==> src/rtl/mul_seq_ctrl.sv <==
// Sequencing controller for a combinational multi-cycle multiplier. It captures the
// operand magnitudes, waits a fixed settle time, then registers the sign-corrected product.
//
// state  | meaning
// IDLE   | ready for a new operand pair
// WAIT   | operands held on the multiplier inputs while the tree settles
// DONE   | result registered, waiting for the consumer to accept it
module mul_seq_ctrl #(
    parameter int WIDTH      = 8,
    parameter int SETTLE_CYC = 2
) (
    input  logic               clk,
    input  logic               rst,
    input  logic               in_valid,
    output logic               in_ready,
    input  logic               in_signed,
    input  logic [WIDTH-1:0]   in_a,
    input  logic [WIDTH-1:0]   in_b,
    output logic [WIDTH-1:0]   mul_a,
    output logic [WIDTH-1:0]   mul_b,
    input  logic [2*WIDTH-1:0] mul_p,
    output logic               out_valid,
    input  logic               out_ready,
    output logic [2*WIDTH-1:0] out_p,
    output logic               out_zero,
    output logic               out_ovf,
    output logic               busy
);

    localparam logic [1:0] S_IDLE   = 2'd0;
    localparam logic [1:0] S_WAIT   = 2'd1;
    localparam logic [1:0] S_DONE   = 2'd2;
    localparam logic [3:0] CNT_INIT = 4'(SETTLE_CYC - 1);

    logic [1:0]         state_q, state_d;
    logic [3:0]         cnt_q, cnt_d;
    logic [WIDTH-1:0]   mul_a_q, mul_a_d;
    logic [WIDTH-1:0]   mul_b_q, mul_b_d;
    logic               neg_q, neg_d;
    logic               sgn_q, sgn_d;
    logic [2*WIDTH-1:0] out_p_q, out_p_d;
    logic               zero_q, zero_d;
    logic               ovf_q, ovf_d;

    logic [2*WIDTH-1:0] prod_fix;
    logic               ovf_fix;

    assign prod_fix = neg_q ? (2*WIDTH)'(-mul_p) : mul_p;

    // Signed results fit in WIDTH bits only when the top WIDTH+1 bits are a pure sign extension.
    always_comb begin
        ovf_fix = 1'b0;
        if (sgn_q)
            ovf_fix = !((&prod_fix[2*WIDTH-1:WIDTH-1]) || !(|prod_fix[2*WIDTH-1:WIDTH-1]));
        else
            ovf_fix = |prod_fix[2*WIDTH-1:WIDTH];
    end

    always_comb begin
        state_d = state_q;
        cnt_d   = cnt_q;
        mul_a_d = mul_a_q;
        mul_b_d = mul_b_q;
        neg_d   = neg_q;
        sgn_d   = sgn_q;
        out_p_d = out_p_q;
        zero_d  = zero_q;
        ovf_d   = ovf_q;
        case (state_q)
            S_IDLE: begin
                if (in_valid) begin
                    mul_a_d = (in_signed && in_a[WIDTH-1]) ? WIDTH'(-in_a) : in_a;
                    mul_b_d = (in_signed && in_b[WIDTH-1]) ? WIDTH'(-in_b) : in_b;
                    neg_d   = in_signed && (in_a[WIDTH-1] ^ in_b[WIDTH-1]);
                    sgn_d   = in_signed;
                    cnt_d   = CNT_INIT;
                    state_d = S_WAIT;
                end
            end
            S_WAIT: begin
                if (cnt_q != 4'd0) begin
                    cnt_d = cnt_q - 4'd1;
                end else begin
                    out_p_d = prod_fix;
                    zero_d  = (prod_fix == '0);
                    ovf_d   = ovf_fix;
                    state_d = S_DONE;
                end
            end
            S_DONE: begin
                if (out_ready)
                    state_d = S_IDLE;
            end
            default: state_d = S_IDLE;
        endcase
    end

    always_ff @(posedge clk or posedge rst) begin
        if (rst) begin
            state_q <= S_IDLE;
            cnt_q   <= '0;
            mul_a_q <= '0;
            mul_b_q <= '0;
            neg_q   <= 1'b0;
            sgn_q   <= 1'b0;
            out_p_q <= '0;
            zero_q  <= 1'b0;
            ovf_q   <= 1'b0;
        end else begin
            state_q <= state_d;
            cnt_q   <= cnt_d;
            mul_a_q <= mul_a_d;
            mul_b_q <= mul_b_d;
            neg_q   <= neg_d;
            sgn_q   <= sgn_d;
            out_p_q <= out_p_d;
            zero_q  <= zero_d;
            ovf_q   <= ovf_d;
        end
    end

    assign in_ready  = (state_q == S_IDLE);
    assign out_valid = (state_q == S_DONE);
    assign busy      = (state_q != S_IDLE);
    assign mul_a     = mul_a_q;
    assign mul_b     = mul_b_q;
    assign out_p     = out_p_q;
    assign out_zero  = zero_q;
    assign out_ovf   = ovf_q;

endmodule
==> config.mk <==
export PLATFORM = sky130hd
export DESIGN_NAME = mul_seq_ctrl
export DESIGN_NICKNAME = d
export VERILOG_FILES = /design/src/rtl/mul_seq_ctrl.sv
export SDC_FILE = /design/constraint.sdc
export NUM_CORES = 1
export LEC_CHECK = 0
export BUFFER_PORTS_ARGS = -buffer_cell sky130_fd_sc_hd__buf_2
export CORE_MARGIN = 2
export CORE_UTILIZATION = 40
export CTS_CLUSTER_SIZE = 12
export DETAILED_ROUTE_END_ITERATION = 6
export PLACE_DENSITY = 0.62
export SLEW_MARGIN = 20
export SYNTH_ARGS = -nofsm -noshare
export SYNTH_HDL_FRONTEND = slang
export SYNTH_SLANG_ARGS = --single-unit
==> constraint.sdc <==
create_clock -name clk -period 6.3 [get_ports clk]
set_input_delay 0.945 -clock clk [delete_from_list [all_inputs] [get_ports clk]]
set_output_delay 0.945 -clock clk [all_outputs]
set_load 0.02 [all_outputs]
Word-level counts from Yosys, hierarchy flattened. Cells that the tools add are included.

Register bits: 42. Bits of input ports: 37. Output and inout port bits: 37. Word-level logic and storage cells: 50.

Add/sub/neg operators: 4. Equality and inequality tests: 6. Multiplexer cells: 11. Bitwise gates (word level): 2. Reductions and logical operators: 18.

Operators by type and width (number): zero test 16 bit (1); two-way mux 16 bit (1); two-way mux 8 bit (2); negation 16 bit (1); negation 8 bit (2); AND reduction 9 bit (1); OR reduction 9 bit (1); two-way mux 4 bit (2); case mux 4 bit (2 select lines) (1); OR reduction 8 bit (1); two-way mux 2 bit (3); != test 2 bit, second input constant (3); case mux 2 bit (3 select lines) (1); AND reduction 3 bit (2); AND reduction 2 bit (2); nonzero test 2 bit (2); nonzero test 4 bit (1); subtractor 4 x 1 -> 4 bit, second input constant (1); logical AND 1 bit (3); == test 2 x 1 -> 1 bit, second input constant (1); == test 2 bit, second input constant (1); zero test 1 bit (2); zero test 2 bit (1); != test 2 x 1 -> 1 bit, second input constant (1); other kinds (4) (4).

Depth between registers and ports, before layout. Gate-level depths: netlist of run 1.

Word-level depth: 7. Mapped depth: 8. Mapped depth without buffers: 8.

Worst setup path before layout of run 1. OpenSTA, ideal clock, no wires.

Path type: input-to-reg. Start point: input port mul_p[8]. End point: register zero_q (netlist: out_zero). Setup time: 0.121 ns. Arrival time: 2.894 ns. Required time: 6.179 ns. Slack: 3.285 ns. Stages on the path: 7. Buffers on the path: 1. Path through: or4_1 > buf_2 > nor4_2 > mux2_2 > a311oi_1 > nor3_1 > a22o_1.

Word-level cells in the longest chain between the ends: 3.

Ends and longest elaborated chain: start: declaration (RTL line 21) `input logic [2*WIDTH-1:0] mul_p,`; negation 16 bit (RTL line 48) `assign prod_fix = neg_q ? (2*WIDTH)'(-mul_p) : mul_p;`; two-way mux 16 bit * (RTL line 48); zero test 16 bit * (RTL line 85) `zero_d = (prod_fix == '0);`; end signal: assignment (RTL line 117) `zero_q <= zero_d;`; end: declaration (RTL line 42) `logic zero_q, zero_d;`.

Every way passes the cells marked *; elsewhere a longest branch is shown, timed or not. A chain may end at the register's enable or synchronous reset.

Worst setup path in the final report of run 1.
Start point: input port mul_p[6]. End point: register zero_q (netlist: out_zero).

Same word-level chain as after synthesis.

==> summary.md, run 1 <==
| Metric | Value |
|---|---|
| Clk buf depth | 2 |
| Worst-Skew Late Latency | 0.29 ns |
| Pwr Total | 1264 µW |
| 1st-iter DRT viols | 79 |
| Total number of clock tree sinks | 42 |
| H-tree levels | 2 |
| Largest area contributor in the netlist | dfrtp_1 |
| Worst reg2reg path depth | 8 |
| Relative slew slack | 37.75% |
| Yosys warning count | 0 |
| RSZ-0062 raised after global routing | no |
| Inserted Clock Buffers | 5 |
| Total stage count of the critical path | 7 |
| FF-to-FF setup slack | 3.21 ns |
| Slowest library cell on the worst path | or4_1 |
| Required @ worst endpoint | 6.48 ns |
| All-layer global routing usage | 17.38% |
| Crit. End Element | flop |
| Vias per cell | 5.124 |
| First-pass GRT wire length | 9.073 mm |
| CP arrival | 3.32 ns |
| WS Path Type | input port to flop |
| Cts-stage hold buffer count | 0 |
| Worst Skew | 0.005993 ns |
| Congestion Overflow GR | 0 |
| RR Startpoint | cnt_q[0] |
| Netlist cell types | 44 |
| Setup Viol. Count Final | 0 |
| Detailed Route WL | 5.530 mm |
| Clk root buf | clkbuf_8 |
| HP Class | flop to flop |
| TritonCTS clock tree | yes |
| Cell family with most CP delay | simple AND/OR/NAND/NOR gates |
| Status | finished, final reports clean |
| DRC | 0 |
| Post-synth top area share | 42.62% |
| Syn nets | 317 |
| Cells after synthesis | 274 |
| Net count, final | 386 |
| # resized after CTS | 0 |
| Layout cells sized above 1 | 26.74% |
| CP startpoint kind | input port |
| Synth Area per Inst | 9.000 µm² |
| Period minus WS final | 3.140 ns |
| Worst Max-Slew Pin Slew | 0.9315 ns |
| Placed cells | 411 |
| Crit path to | out_zero |
| Core ar. | 5956 µm² |
| DRT antenna net count | 0 |
| PortBufs | 73 |
| Via count | 2147 |
| Ant diodes | 0 |
| Area of the die | 6810 µm² |
| Yosys reg bits | 42 |
| Area Growth Syn to Fin | 20.45% |
| Die Wd | 82.52 µm |
| HPWL after detailed placement | 4.159 mm |
| Starting Density | 41.41% |
| Height of the die | 82.52 µm |
| Pwr dens | 425.5 nW/µm² |
| Seq/Total Area, Yosys | 42.62% |
| Postcts setup bufs | 0 |
| Peak supply drop | 0.1908 mV |
| Number of global-route vias before repair | 1956 |
| Crit-path cells | buf_2 -> or4_1 -> nor4_2 -> mux2_2 -> a311oi_1 -> nor3_1 -> a22o_1 |
| Filler cells | 620 |
| Fin. max-slew vios | 0 |
| # rows | 28 |
| R2R Path End | out_ovf |
| Largest net degree at the start of global routing | 37 |
| Non-filler cells, final | 419 |
| Final Hold Fails | 0 |
| Initial antenna violation count | 0 |
| Crit path buffers/inverters | 1 |
| Mapped Area | 2466 µm² |
| Worst Setup SP | mul_p[6] |
| DRT Pass-1 Iters | 4 |
| Part of the cycle the worst path needs | 49.83% |
| Dpl cell area | 2879 µm² |
| Clock Pin Slew Worst Setup and Hold Paths | 0.08 ns |
| Design area | 2970 µm² |
| Worst Path Max Fanout | 6 |
| Top post-synthesis cells by area | dfrtp_1 (43%), o21ai_0 (7.3%), nand2_1 (7.3%) |
| Max Cap Violations | 0 |
| Average wire per standard cell | 13.20 µm |
| Leakage power | 0.001424 µW |
| Gpl congestion | 0.7782 |
| Max frequency | 318.5 MHz |
| Largest stage delay, worst path | 0.67 ns |
| I/O Pins | 74 |
| TNS Setup | 0 ns |
-- cell families after synthesis --
logic type	after synthesis	share of synthesized area (%)
flops	42	42.62
xor+xnor	27	9.893
simple gates	106	20.70
buf+inv	23	3.855
mux	7	2.993
compound gates	63	16.90
fa+ha+maj	6	3.044
-- layout make-up --
cell class                 count  area (µm²)  share of cell area, %
sequential                    42        1051                  35.38
timing repair buffer          74       372.9                  12.55
inverter                      11       41.29                  1.390
clock buffer                   7       86.33                  2.906
clock inverter                 1       5.005                 0.1685
multi-input combinational    209        1320                  44.44
tap                           75       93.84                  3.159
-- Yosys cell counts (all sizes together) --
library cell  number
nor2              16
or4b               1
nand3             11
and4b              1
o31ai              6
nor3b              2
a211oi             1
xnor2             10
buf                3
and2               1
nand4              1
ha                 6
nand2             48
o21ai             36
nor2b              4
nor4               3
o2111ai            1
a32oi              2
nor4bb             1
o22ai              1
nor3               5
inv               11
mux2               3
xor2              17
clkbuf             9
nand2b             2
or3                4
or2                2
and3               1
a22o               1
a21boi             2
dfrtp             42
a31oi              2
a21oi              4
mux2i              4
o41ai              6
or4                3
a311oi             1
-- registers in the layout, indices dropped and copies added, names as in the netlist --
| signal | flops |
|---|---|
| out_ovf | 1 |
| neg_q | 1 |
| state_q | 2 |
| mul_a | 8 |
| sgn_q | 1 |
| mul_b | 8 |
| out_p | 16 |
| out_zero | 1 |
| cnt_q | 4 |
-- report_power, final --
part / switching [µW] / internal (µW) / leakage [µW] / total, µW
logic: 391 / 218 / 0.000859 / 609
clock network: 89.0 / 88.4 / 0.0000482 / 177
registers: 80.5 / 397 / 0.000518 / 478
total: 561 / 703 / 0.00142 / 1260
-- placed cells by master (no fill, tap or decap), drive strengths merged, types with 3 or more instances in the layout --
cell type  count
buf           74
nand2         48
dfrtp         42
o21ai         36
xor2          17
nor2          16
nand3         11
inv           11
xnor2         10
clkbuf         7
o31ai          6
ha             6
o41ai          6
nor3           5
a21oi          4
nor2b          4
mux2i          4
or3            4
or4            3
mux2           3
nor4           3
-- metrics by stage --
step | hold slack, ns | setup WS, ns | util, %
finish | 0.4751 | 3.160 | 49.87
global route | 0.5024 | 2.765 | 49.87
CTS | 0.4795 | 3.169 | 49.87
detailed placement | 0.4612 | 2.912 | 48.34
global placement | 0.4545 | 2.997 | 48.34
floorplan | 0.4381 | 3.285 | -
-- tightest hold or removal path, cell delays in order, from the launching register on --
cell and delay [ns]:
dfrtp_1 0.34, nand2_1 0.04, o21ai_0 0.06
-- per-layer routing --
layer | GRT usage [%] | wire [µm] | part of all wire, % | vias up
li1 | - | - | - | 1093
met1 | 23.77 | 2560 | 46 | 1019
met2 | 27.58 | 2728 | 49 | 33
met3 | 4.022 | 200 | 3.6 | 2
met4 | 4.918 | 41 | 0.74 | 0
met5 | 0 | 0 | 0 | -
-- worst min-delay path by stage --
stage	startpoint	to	slack [ns]	cells after the start
finish	mul_a[6]	mul_a[6]	0.48	2
global route	mul_a[6]	mul_a[6]	0.50	2
CTS	mul_a[7]	mul_a[7]	0.48	2
detailed placement	mul_a[7]	mul_a[7]	0.46	2
global placement	mul_a[7]	mul_a[7]	0.45	2
floorplan	sgn_q	sgn_q	0.44	2
(Power assumes the default switching activity.)
==> inputs of run 2 (changes only) <==
--- a/config.mk
+++ b/config.mk
@@ -5,12 +5,13 @@
 export SDC_FILE = /design/constraint.sdc
 export NUM_CORES = 1
 export LEC_CHECK = 0
+export ABC_AREA = 1
 export BUFFER_PORTS_ARGS = -buffer_cell sky130_fd_sc_hd__buf_2
 export CORE_MARGIN = 2
 export CORE_UTILIZATION = 40
 export CTS_CLUSTER_SIZE = 12
 export DETAILED_ROUTE_END_ITERATION = 6
-export PLACE_DENSITY = 0.62
+export PLACE_DENSITY = 0.61
 export SLEW_MARGIN = 20
 export SYNTH_ARGS = -nofsm -noshare
 export SYNTH_HDL_FRONTEND = slang
==> constraint.sdc (replaced) <==
create_clock -name clk -period 3.2 [get_ports clk]
set_input_delay 0.48 -clock clk [delete_from_list [all_inputs] [get_ports clk]]
set_output_delay 0.48 -clock clk [all_outputs]
set_load 0.02 [all_outputs]
==> summary.md, run 2 <==
| Metric | Value |
|---|---|
| Part of the cycle the worst path needs | 64.35% |
| Area of the die | 6918 µm² (was 6810 µm²) |
| Detailed Route WL | 6.047 mm (was 5.530 mm) |
| Cell with the most instances after synthesis | nand2_1 (unchanged) |
| Initial antenna violation count | 0 (unchanged) |
| Clk buf depth | 2 (unchanged) |
| Yosys warning count | 0 (unchanged) |
| FF/Latch Area | 1051 µm² (unchanged) |
| Fin. max-slew vios | 0 (unchanged) |
| Synth Area in XOR/XNOR | 5.888% (was 9.893%) |
| Required @ worst endpoint | 3.43 ns (was 6.48 ns) |
| Total number of clock tree sinks | 42 (unchanged) |
| Die Wd | 83.18 µm (was 82.52 µm) |
| Filler cells | 604 (was 620) |
| Leakage power | 0.001603 µW (was 0.001424 µW) |
| Top post-synthesis cells by area | dfrtp_1 (42%), nand2_1 (13%), o21ai_0 (6.2%) (was dfrtp_1 (43%), o21ai_0 (7.3%), nand2_1 (7.3%)) |
| WS Path Type | flop to flop (was input port to flop) |
| FF-to-FF setup slack | 1.14 ns (was 3.21 ns) |
| Post-Synth Adder-Cell Area | 2.994% (was 3.044%) |
| First-pass GRT wire length | 10.51 mm (was 9.073 mm) |
| Max frequency | 485.6 MHz |
| Number of global-route vias before repair | 2318 (was 1956) |
| Ant diodes | 0 (unchanged) |
| Proportion of synthesized area in mux cells | 0% (was 2.993%) |
| All-layer global routing usage | 18.39% (was 17.38%) |
| HP Class | input port to asynchronous set/reset pin (was flop to flop) |
| Mapped Area | 2507 µm² (was 2466 µm²) |
| Postcts setup bufs | 0 (unchanged) |
| I/O Pins | 74 (unchanged) |
| Syn nets | 377 (was 317) |
| Main combinational cell family by area after synthesis | simple AND/OR/NAND/NOR gates (unchanged) |
| Peak supply drop | 0.3901 mV (was 0.1908 mV) |
| HPWL after detailed placement | 4.799 mm (was 4.159 mm) |
| Number of flops mapped to enable cells by yosys | 0 (unchanged) |
| Worst Max-Slew Pin Slew | 0.6453 ns (was 0.9315 ns) |
| Worst-Skew Late Latency | 0.29 ns (about the same) |
| Gpl congestion | 0.8692 (was 0.7782) |
| DRT Pass-1 Iters | 4 (unchanged) |
| Commonest non-fill, non-tap cells in the layout | nand2_1 (86), buf_2 (73), dfrtp_1 (42), inv_1 (39), nor2_1 (38) (was buf_2 (73), nand2_1 (48), dfrtp_1 (42), o21ai_0 (36)) |
| Max Cap Violations | 0 (unchanged) |
| Pwr dens | 914.5 nW/µm² (was 425.5 nW/µm²) |
| Synth Area per Inst | 7.507 µm² (was 9.000 µm²) |
| Cells after synthesis | 334 (was 274) |
| CP arrival | 2.29 ns (was 3.32 ns) |
| Starting Density | 41.85% (was 41.41%) |
| Worst Path Max Fanout | 21 (was 6) |
| Cts-stage hold buffer count | 0 (unchanged) |
| TNS Setup | 0 ns (unchanged) |
| Commonest non-fill, non-tap cell in the layout | nand2_1 (was buf_2) |
| Height of the die | 83.18 µm (was 82.52 µm) |
| Worst Skew | 0.005638 ns (was 0.005993 ns) |
| Period minus WS final | 2.059 ns |
| Netlist cell types | 32 (was 44) |
| Post-synth top area share | 41.92% (was 42.62%) |
| Layout cells sized above 1 | 25.12% (was 26.74%) |
| Ys async rst share | 100.0% (unchanged) |
| Synth cell count leaders | nand2_1 (86), dfrtp_1 (42), inv_1 (39) (was nand2_1 (48), dfrtp_1 (42), o21ai_0 (36)) |
| Clk root buf | clkbuf_8 (unchanged) |
| RSZ-0062 raised after global routing | no (unchanged) |
| Complex-gate fraction of the synthesized area | 11.18% (was 16.89%) |
| TritonCTS clock tree | yes (unchanged) |
| DRT antenna net count | 0 (unchanged) |
| Status | finished, final reports clean (unchanged) |
| Footprint of the multi-input gates | 1259 µm² (was 1320 µm²) |
| Core ar. | 5991 µm² (was 5956 µm²) |
| 1st-iter DRT viols | 107 (was 79) |
| PortBufs | 73 (unchanged) |
| Clock Pin Slew Worst Setup and Hold Paths | 0.08 ns (about the same) |
| Crit. End Element | flop (unchanged) |
| DRC | 0 (unchanged) |
| Synth Flop Type | dfrtp_1 (unchanged) |
| Relative slew slack | 56.98% (was 37.75%) |
| H-tree levels | 2 (unchanged) |
| Area Growth Syn to Fin | 21.71% (was 20.45%) |
| Largest register FFs | 16 (unchanged) |
| Largest net degree at the start of global routing | 22 (was 37) |
| Net count, final | 452 (was 386) |
| Setup Viol. Count Final | 0 (unchanged) |
| # rows | 28 (unchanged) |
| # resized after CTS | 0 (unchanged) |
| Final Hold Fails | 0 (unchanged) |
| Synth Area in Simple Gates | 30.14% (was 20.70%) |
| Congestion Overflow GR | 0 (unchanged) |
| Seq/Total Area, Yosys | 41.92% (was 42.62%) |
| Average wire per standard cell | 12.47 µm (was 13.20 µm) |
| Pwr Total | 2791 µW (was 1264 µW) |
| Inserted Clock Buffers | 5 (unchanged) |
| Yosys reg bits | 42 (unchanged) |
| Vias per cell | 4.887 (was 5.124) |
| Largest area contributor in the netlist | dfrtp_1 (unchanged) |
| Via count | 2370 (was 2147) |
| CP startpoint kind | flop (was input port) |
==> run 2: cell count changes after synthesis, sizes merged, moves of 5 or more <==
cell    before  now
a31oi        2    8
nor2        16   41
clkbuf       9    4
o41ai        6    0
inv         11   41
nand3       11   19
xor2        17    9
nand2       48   95
==> run 2: per-stage QoR <==
stage / cell area (µm²) / hold WS, ns / instances / setup slack, ns / utilization [%]
CTS: 3052 / 0.06430 / 485 / 1.138 / 50.94
detailed placement: 2945 / 0.3919 / 477 / 1.165 / 49.16
global placement: 2945 / 0.3907 / 477 / 1.255 / 49.16
floorplan: 2507 / 0.4717 / 334 / 1.571 / -
global route: 3052 / 0.08653 / 485 / 0.8878 / 50.94
finish: 3052 / 0.06913 / 485 / 1.141 / 50.94
==> run 2: power by group <==
group | internal (µW) | switching [µW] | leakage [µW]
sequential | 785 | 160 | 0.000510
combinational | 479 | 954 | 0.00104
clock | 234 | 179 | 0.0000524
==> run 2: layer usage <==
| layer | part of all wire [%] | vias up | wire length, µm | global-route usage [%] |
|---|---|---|---|---|
| met4 | 2.0 | 0 | 122 | 6.408 |
| li1 | - | 1220 | - | - |
| met5 | 0 | - | 0 | 0 |
| met3 | 6.7 | 11 | 406 | 4.970 |
| met1 | 44 | 1061 | 2669 | 22.29 |
| met2 | 47 | 78 | 2849 | 31.45 |
==> run 2: worst max-delay path: stages (launching register included) <==
cell and delay, ns:
dfrtp_1 0.37, inv_1 0.13, ha_1 0.18, nand3_2 0.12, nor2_4 0.34, inv_2 0.23, nor3_1 0.30, nand3_1 0.11
nor2_1 0.10, nand3_1 0.07, nand2_1 0.06
==> run 2: area by class of cell <==
class / instances / share of cell area, %
Multi-Input combinational cell: 243 / 41.25
Timing Repair Buffer: 76 / 12.71
Clock buffer: 7 / 2.501
Clock inverter: 1 / 0.9840
Inverter: 41 / 5.043
Sequential cell: 42 / 34.44
Tap cell: 75 / 3.075
==> run 2: cell families (layout without fill, tap and decap cells) <==
family / after synthesis / after routing
AO/OA/AOI/OAI: 51 / 51
XOR/XNOR: 16 / 16
adder cells (fa/ha/maj): 6 / 6
buffers and inverters: 49 / 125
flip-flops: 42 / 42
AND/OR/NAND/NOR: 170 / 170
==> run 2: final timing paths <==
| kind | from | endpoint | depth (start not counted) |
|---|---|---|---|
| hold / removal | rst | mul_b[3] | 2 |
| max in group asynchronous | rst | out_p[11] | 3 |
| setup reg to reg | cnt_q[0] | out_zero | 10 |
| hold reg to reg | out_p[11] | out_p[11] | 2 |
| min in group clk | out_ready | state_q[1] | 2 |
| setup / recovery | cnt_q[0] | out_zero | 10 |
==> inputs of run 3 (changes only) <==
--- a/config.mk
+++ b/config.mk
@@ -5,13 +5,13 @@
 export SDC_FILE = /design/constraint.sdc
 export NUM_CORES = 1
 export LEC_CHECK = 0
-export ABC_AREA = 1
+export ABC_AREA = 0
 export BUFFER_PORTS_ARGS = -buffer_cell sky130_fd_sc_hd__buf_2
 export CORE_MARGIN = 2
 export CORE_UTILIZATION = 40
 export CTS_CLUSTER_SIZE = 12
 export DETAILED_ROUTE_END_ITERATION = 6
-export PLACE_DENSITY = 0.61
+export PLACE_DENSITY = 0.62
 export SLEW_MARGIN = 20
 export SYNTH_ARGS = -nofsm -noshare
 export SYNTH_HDL_FRONTEND = slang
==> constraint.sdc (replaced) <==
create_clock -name clk -period 2.1 [get_ports clk]
set_input_delay 0.315 -clock clk [delete_from_list [all_inputs] [get_ports clk]]
set_output_delay 0.315 -clock clk [all_outputs]
set_load 0.02 [all_outputs]
==> summary.md, run 3 (synthesized netlist as in run 1, its figures left out) <==
| Metric | Value |
|---|---|
| Net Sw Frac | 42.65% (was 46.32%) |
| Status | finished, final reports clean (unchanged) |
| Logic pwr share | 50.4% (was 51.3%) |
| Setup Viol. Count Final | 0 (unchanged) |
| DRT antenna net count | 0 (unchanged) |
| Clock Pin Slew Worst Setup and Hold Paths | 0.09 ns (was 0.08 ns) |
| Inserted Clock Buffers | 5 (unchanged) |
| Largest register FFs | 16 (unchanged) |
| 1st-iter DRT viols | 77 (was 107) |
| Largest net degree at the start of global routing | 35 (was 22) |
| Final Hold Fails | 0 (unchanged) |
| Core ar. | 5956 µm² (was 5991 µm²) |
| Worst Path Max Fanout | 5 (was 21) |
| Congestion Overflow GR | 0 (unchanged) |
| Max frequency | 479.8 MHz |
| # rows | 28 (unchanged) |
| Pwr Total | 4152 µW (was 2791 µW) |
| Pwr dens | 1212 nW/µm² (was 914.5 nW/µm²) |
| Commonest non-fill, non-tap cell in the layout | buf_2 (was nand2_1) |
| DRC | 0 (unchanged) |
| Starting Density | 41.41% (was 41.85%) |
| Ant diodes | 0 (unchanged) |
| CP arrival | 2.28 ns (was 2.29 ns) |
| Gpl congestion | 0.7896 (was 0.8692) |
| Worst Skew | 0.01470 ns (was 0.005638 ns) |
| Leakage power | 0.001634 µW (was 0.001603 µW) |
| Fin. max-slew vios | 0 (unchanged) |
| First-pass GRT wire length | 9.680 mm (was 10.51 mm) |
| HP Class | input port to asynchronous set/reset pin (unchanged) |
| Detailed Route WL | 6.134 mm (was 6.047 mm) |
| Seq pwr share | 34.3% (was 33.9%) |
| Commonest non-fill, non-tap cells in the layout | buf_2 (71), nand2_1 (48), dfrtp_1 (42), buf_4 (37), o21ai_0 (36) (was nand2_1 (86), buf_2 (73), dfrtp_1 (42), inv_1 (39), nor2_1 (38)) |
| HPWL after detailed placement | 4.514 mm (was 4.799 mm) |
| Slowest library cell on the worst path | or4_4 (was dfrtp_1) |
| Initial antenna violation count | 0 (unchanged) |
| Crit-path cells | buf_8 -> or4_4 -> nor4_4 -> mux2_4 -> a311oi_4 -> nor3_2 -> a22o_1 (was inv_1 -> ha_1 -> nand3_2 -> nor2_4 -> inv_2 -> nor3_1 -> nand3_1 -> nor2_1 -> nand3_1 -> nand2_1) |
| TritonCTS clock tree | yes (unchanged) |
| Die Wd | 82.52 µm (was 83.18 µm) |
| Vias per cell | 5.160 (was 4.887) |
| Part of the cycle the worst path needs | 99.25% |
| Layout cells sized above 1 | 37.53% (was 25.12%) |
| CP startpoint kind | input port (was flop) |
| Cts-stage hold buffer count | 0 (unchanged) |
| Area Growth Syn to Fin | 38.91% (was 21.71%) |
| Power share of the clock group | 15.3% (was 14.8%) |
| Place WS | -0.3417 ns (was 1.165 ns) |
| Crit. End Element | flop (unchanged) |
| Period minus WS final | 2.084 ns |
| Peak supply drop | 0.6262 mV (was 0.3901 mV) |
| Final core area utilization | 57.52% (was 50.94%) |
| PortBufs | 73 (unchanged) |
| Relative slew slack | 48.53% (was 56.98%) |
| Via count | 2353 (was 2370) |
| DRT Pass-1 Iters | 4 (unchanged) |
| Largest stage delay, worst path | 0.60 ns (was 0.37 ns) |
| Number of global-route vias before repair | 2161 (was 2318) |
| TNS Setup | 0 ns (unchanged) |
| Cell family with most CP delay | simple AND/OR/NAND/NOR gates (unchanged) |
| RSZ-0062 raised after global routing | yes (was no) |
| Worst Max-Slew Pin Slew | 0.7674 ns (was 0.6453 ns) |
| Total number of clock tree sinks | 42 (unchanged) |
| Height of the die | 82.52 µm (was 83.18 µm) |
| Filler cells | 568 (was 604) |
| Net count, final | 423 (was 452) |
| Clk buf depth | 2 (unchanged) |
| Setup ws final | 0.01585 ns (was 1.141 ns) |
| Required @ worst endpoint | 2.29 ns (was 3.43 ns) |
| Max Cap Violations | 0 (unchanged) |
| Crit path buffers/inverters | 1 (was 2) |
| All-layer global routing usage | 18.13% (was 18.39%) |
| Average wire per standard cell | 13.45 µm (was 12.47 µm) |
| NetSw | 1771 µW (was 1293 µW) |
| Worst-Skew Late Latency | 0.29 ns (about the same) |
| H-tree levels | 2 (unchanged) |
| Internal | 2381 µW (was 1498 µW) |
| I/O Pins | 74 (unchanged) |
| WS Path Type | input port to flop (was flop to flop) |
| Clk root buf | clkbuf_8 (unchanged) |
| Area of the die | 6810 µm² (was 6918 µm²) |
[run 3: cell types whose count changed in the layout (fill, tap and decap cells not counted), sizes merged, moves of 4 or more]
cell / before / now
nand2: 95 / 48
buf: 76 / 111
inv: 41 / 10
nor2: 41 / 16
nand3: 19 / 11
xor2: 9 / 17
a31oi: 8 / 2
o41ai: 0 / 6
mux2i: 0 / 4
nor2b: 0 / 4
nor3: 9 / 5
or3: 0 / 4
[run 3: layout make-up]
cell class	instances	area [µm²]	area share, %
Sequential cell	42	1051	30.68
Inverter	11	46.29	1.351
Clock buffer	6	72.57	2.118
Multi-Input combinational cell	209	1445	42.18
Tap cell	75	93.84	2.739
Clock inverter	2	37.54	1.096
Timing Repair Buffer	111	679.4	19.83
[run 3: what timing repair did]
action / in CTS / in global routing
pin swaps: 1 / 10
endpoints found under the setup margin: 2 / 2
setup buffers: 0 / 6
gates cloned: 0 / 0
gates resized for setup: 2 / 16
[run 3: power groups by stage]
stage	logic [µW]	registers, µW	clock network (µW)
6_report	2090	1420	634
5_1_grt	2340	1480	686
4_1_cts	2040	1430	653
3_5_place_dp	2040	1430	0
3_3_place_gp	2000	1420	0
2_1_floorplan	941	1780	0
[run 3: worst paths after layout]
check | to | from | cells after the start | slack (ns)
max in group asynchronous | cnt_q[2] | rst | 3 | 1.52
min reg2reg | out_p[0] | out_p[0] | 2 | 0.48
min | state_q[1] | rst | 2 | 0.06
max reg2reg | out_ovf | neg_q | 6 | 0.08
max | out_zero | mul_p[0] | 7 | 0.02
min in group clk | state_q[1] | out_ready | 2 | 0.21
[run 3: through the flow]
stage,instance area [µm²],std cells,hold WS [ns]
after detailed placement,3176,442,0.3979
after floorplan,2524,274,0.4226
after global placement,3176,442,0.3940
final,3426,456,0.05598
after global routing,3426,456,0.1030
after CTS,3297,450,0.07414
[run 3: worst reg2reg max path, delay by kind of cell (launching register included)]
family | cells | cell delay, ns
xor+xnor | 1 | 0.21
flops | 1 | 0.69
buf+inv | 1 | 0.28
compound gates | 2 | 0.21
simple gates | 2 | 0.51
[run 3: routing by layer]
| metal | GRT usage [%] | share of wire, % |
|---|---|---|
| met4 | 3.934 | 0.90 |
| met2 | 30.32 | 48 |
| met3 | 4.239 | 6.5 |
| met1 | 23.93 | 45 |
| met5 | 0 | 0 |
